==> src/rtl/credit_based_transmitter.sv <==
// Sending end of a credit-based link: forwards producer words one per credit
// and tracks the remote receiver's free slots with a saturating credit counter.
module credit_based_transmitter #(
  parameter int unsigned WIDTH        = 8,
  parameter int unsigned CREDIT_COUNT = 4,
  localparam int unsigned CREDIT_WIDTH = $clog2(CREDIT_COUNT + 1)
) (
  input  logic                    clock,
  input  logic                    reset,
  input  logic [WIDTH-1:0]        write_data,
  input  logic                    write_valid,
  output logic                    write_ready,
  output logic [WIDTH-1:0]        transmit_data,
  output logic                    transmit_valid,
  input  logic                    transmit_credit,
  output logic [CREDIT_WIDTH-1:0] credits_available,
  output logic                    credit_overflow,
  output logic                    idle
);

  localparam logic [CREDIT_WIDTH-1:0] CREDIT_MAX = CREDIT_WIDTH'(CREDIT_COUNT);

  logic [CREDIT_WIDTH-1:0] r_credits;
  logic [WIDTH-1:0]        r_tx_data;
  logic                    r_tx_valid;
  logic                    r_overflow;
  logic                    w_transfer;

  // Ready depends only on the registered counter, never on the credit input.
  assign write_ready = (r_credits != '0);
  assign w_transfer  = write_valid & write_ready;

  always_ff @(posedge clock or posedge reset) begin
    if (reset) begin
      r_credits  <= CREDIT_MAX;
      r_tx_data  <= '0;
      r_tx_valid <= 1'b0;
      r_overflow <= 1'b0;
    end else begin
      r_tx_valid <= w_transfer;
      if (w_transfer) r_tx_data <= write_data;
      // A consume and a return in the same cycle cancel, even when full.
      case ({w_transfer, transmit_credit})
        2'b10: r_credits <= r_credits - CREDIT_WIDTH'(1);
        2'b01: begin
          if (r_credits == CREDIT_MAX) r_overflow <= 1'b1;
          else                         r_credits  <= r_credits + CREDIT_WIDTH'(1);
        end
        default: ;
      endcase
    end
  end

  assign transmit_data     = r_tx_data;
  assign transmit_valid    = r_tx_valid;
  assign credits_available = r_credits;
  assign credit_overflow   = r_overflow;
  assign idle              = (r_credits == CREDIT_MAX) & ~r_tx_valid;

endmodule

==> config.mk <==
export PLATFORM = sky130hd
export DESIGN_NAME = credit_based_transmitter
export DESIGN_NICKNAME = d
export VERILOG_FILES = /design/src/rtl/credit_based_transmitter.sv
export SDC_FILE = /design/constraint.sdc
export NUM_CORES = 1
export LEC_CHECK = 0
export BUFFER_PORTS_ARGS = -buffer_cell sky130_fd_sc_hd__buf_2
export CAP_MARGIN = 20
export CELL_PAD_IN_SITES_DETAIL_PLACEMENT = 0
export CELL_PAD_IN_SITES_GLOBAL_PLACEMENT = 2
export CORE_MARGIN = 5
export CORE_UTILIZATION = 26
export DETAILED_ROUTE_END_ITERATION = 10
export HOLD_SLACK_MARGIN = 0.15
export PLACE_DENSITY_LB_ADDON = 0.1
export SLEW_MARGIN = 20
export SYNTH_ARGS = -nofsm -noshare
export SYNTH_HDL_FRONTEND = slang
export SYNTH_SLANG_ARGS = --single-unit
==> constraint.sdc <==
create_clock -name clock -period 2 [get_ports clock]
set_clock_uncertainty 0.2 [all_clocks]
set_input_delay 0.1 -clock clock [delete_from_list [all_inputs] [get_ports clock]]
set_output_delay 0.1 -clock clock [all_outputs]
set_load 0.03 [all_outputs]
==> reports/summary.txt <==
Number of remaining DRC errors -> 0
Remaining global-route overflow -> 0
Worst hold endpoint -> credits_available[1]
Pin slew with the least headroom to its limit -> 0.5151 ns
Number of fill cells in the layout -> 246
Synthesized Nets -> 64
Hold Path Cell Cnt -> 3
Total wire length -> 1.663 mm
Via density per instance -> 4.315
Post-DP HPWL -> 1.177 mm
Synth cell count leaders -> dfrtp_1 (12), mux2_4 (8), inv_1 (3), nand2_1 (3), nor2_1 (3)
Worst setup path start -> credits_available[0]
Clock buffer count from CTS -> 3
All-Layer GR Usage -> 10.07%
Clock transition at path regs -> 0.08 ns
Number of antenna cells inserted -> 0
Post-synth ARST share -> 100.0%
Die ar. -> 0.003730 mm2
Antenna violations before repair -> 0
Critical R2R Launch -> credits_available[0]
Number of I/O port buffers -> 26
Worst reg2reg endpoint -> credits_available[1]
Data arrival at the endpoint of the critical path -> 2.12 ns
Setup slack of the worst register-to-register path -> -0.11 ns
Area growth syn-to-layout -> 57.01%
Number of standard-cell rows in the floorplan -> 18
Via count -> 548
RSZ-0062 raised after global routing -> yes
Switching share of total power -> 44.28%
Final Net Count -> 111
Design internal power -> 922.6 uW
Reported net switching power -> 733.2 uW
Violations in the final reports -> setup timing
First-iteration detailed-routing DRC count -> 8
Met1 WL -> 756 um
Number of register bits inferred by synthesis -> 13
Clock tree root buffer cell -> clkbuf_4
Routed wl met2 -> 809 um
Total placed cells including tap cells -> 110
Detail-routed net length per standard cell -> 13.09 um
Sequential cell area fraction in the yosys report -> 48.15%
Portion of synthesized cell area occupied by the leading cell type -> 44.28%
Non-filler cells in the finished layout -> 127
Reg power frac -> 26.8%
R2R depth -> 7
Largest net degree at the start of global routing -> 14
Most instantiated library cell after synthesis -> dfrtp_1
Achievable Freq -> 474.3 MHz
Setup TNS after final layout -> -0.1329 ns
Leak -> 0.5173 nW
Setup CP Type -> flip-flop to flip-flop
Clock latency at the later pin of the worst-skew pair -> 0.27 ns
Area contributors post-synth -> dfrtp_1 (44%), mux2_4 (18%), dfstp_2 (3.9%)
Met3 layer wire length in the routed design -> 97 um
Number of nets with antenna violations after detailed routing -> 0
Wire length of the first global-routing pass -> 2.760 mm
Startpoint kind of the worst setup timing path -> flip-flop
Clock power frac -> 9.8%
Standard cell core area -> 0.002477 mm2
Clock sink count -> 13
Maximum number of buffers from clock root to sink -> 2
Pwr dens -> 1555 mW/mm2
Final slew viol count -> 0
Top routing layer in use -> met3
Die outline width -> 61.07 um
Portion of total power attributed to combinational logic -> 63.5%
Capturing element type of the critical path -> flip-flop
Max_cap viols -> 0
Clock period minus worst slack -> 2.108 ns
Number of search-and-repair iterations in the first detailed-routing pass -> 2
Average cell area after synthesis -> 13.30 um2
Ys flop type -> dfrtp_1
Total number of yosys warnings -> 0
Via count of the first global-routing pass -> 623
Hold Vio Cnt, Final -> 0
Top-Level Pins -> 27
Critical path data required time -> 2.01 ns
Relative slew slack -> 65.62%
Global placement routability congestion -> 0.6436
Count of cell types in the netlist -> 23
Beginning of the worst hold path -> transmit_credit
Largest fanout on the critical path -> 2
Run status -> complete, but fails checks
IR drop worst, VDD -> 0.0007423 V
Period utilization -> 105.4%
Netlist Area Pre-Place -> 678.2 um2
Worst Hold Class -> input pin to flip-flop
Setup WS post-layout -> -0.1085 ns
Syn Inst Count -> 51
Floorplan die height -> 61.07 um
Share of final-layout standard cells stronger than drive strength 1 -> 58.76%
Count of final setup violators -> 2
Effective utilization at floorplan -> 27.37%
EDFF count, synth -> 0
Synth area leader -> dfrtp_1
H-Tree Level Count -> 1
CTS tree -> done
registers in the layout, indices dropped and copies added (netlist names):
signal	flops
transmit_data	8
credit_overflow	1
transmit_valid	1
credits_available	3
layout by cell type, fill, tap and decap left out, types with 2 or more instances in the layout:
cell type | Yosys | layout
buf_4 | 0 | 5
o221ai_2 | 0 | 2
dfrtp_1 | 12 | 10
clkbuf_4 | 0 | 3
buf_2 | 1 | 26
nand2_4 | 0 | 2
xor2_1 | 2 | 2
inv_1 | 3 | 3
mux2i_1 | 2 | 2
dlygate4sd3_1 | 0 | 13
dfrtp_2 | 0 | 2
mux2_4 | 8 | 8
nand2b_1 | 2 | 2
nor2_1 | 3 | 3
worst max path at each step:
stage                                       to  slack, ns  cells after the start
after global placement    credits_available[2]      -0.09                      6
after floorplan           credits_available[1]      -0.36                      8
final                     credits_available[1]      -0.11                      7
after detailed placement  credits_available[1]      -0.12                      7
after CTS                 credits_available[1]      -0.13                      7
after global routing      credits_available[1]      -0.19                      7
metrics by stage:
step / area (um2) / setup WS [ns] / power (mW) / utilization [%] / hold WS [ns]
after floorplan: 685.7 / -0.3622 / 1.148 / - / -0.2239
after global placement: 878.3 / -0.08543 / 1.424 / 35.45 / -0.03238
after detailed placement: 878.3 / -0.1153 / 1.425 / 35.45 / -0.03591
after CTS: 1042 / -0.1258 / 1.643 / 42.07 / 0.1501
after global routing: 1065 / -0.1934 / 1.773 / 42.98 / 0.1816
final: 1065 / -0.1085 / 1.656 / 42.98 / 0.1679
per-layer routing:
layer	GRT usage [%]	up-vias
li1	-	271
met1	13.20	257
met2	16.31	20
met3	2.096	0
met4	3.715	0
met5	0	-
logic make-up (layout without fill, tap and decap cells):
family	count (synthesis)	in the layout	share of synthesized area, %
muxes	10	10	20.67
adders and majority gates	1	1	2.952
DFF	13	13	48.16
AOI/OAI and AO/OA	8	8	10.33
xor gates and xnor gates	2	2	2.583
buffers and inverters	6	52	4.611
and+or+nand+nor	11	11	10.70
power groups by stage:
stage / combinational (mW) / clock, mW / sequential, mW
2_1_floorplan: 0.448 / 0 / 0.700
4_1_cts: 1.02 / 0.174 / 0.445
5_1_grt: 1.13 / 0.185 / 0.459
6_report: 1.05 / 0.161 / 0.444
3_3_place_gp: 0.974 / 0 / 0.450
3_5_place_dp: 0.981 / 0 / 0.444
cell type report:
class / count / area (um2) / share of cell area (%)
Clock inverter: 1 / 5.005 / 0.4700
Clock buffer: 3 / 22.52 / 2.115
Multi-Input combinational cell: 32 / 350.3 / 32.90
Tap cell: 30 / 37.54 / 3.525
Inverter: 3 / 11.26 / 1.058
Timing Repair Buffer: 45 / 309.0 / 29.02
Sequential cell: 13 / 329.1 / 30.90
critical path, cell delays in order, from the launching register on:
cell	delay [ns]
dfrtp_2	0.40
or3_4	0.40
nand2_8	0.08
nand2_4	0.05
fa_2	0.53
o21ai_1	0.06
a31oi_1	0.14
o221a_2	0.20
repair_timing:
item,4_1_cts,5_1_grt
buffers inserted,0,0
hold endpoints to repair,24,0
pin swaps,3,2
gates resized for setup,1,5
endpoints found under the setup margin,2,2
hold buffers,13,0
gates cloned,0,0
(Power assumes the default switching activity.)
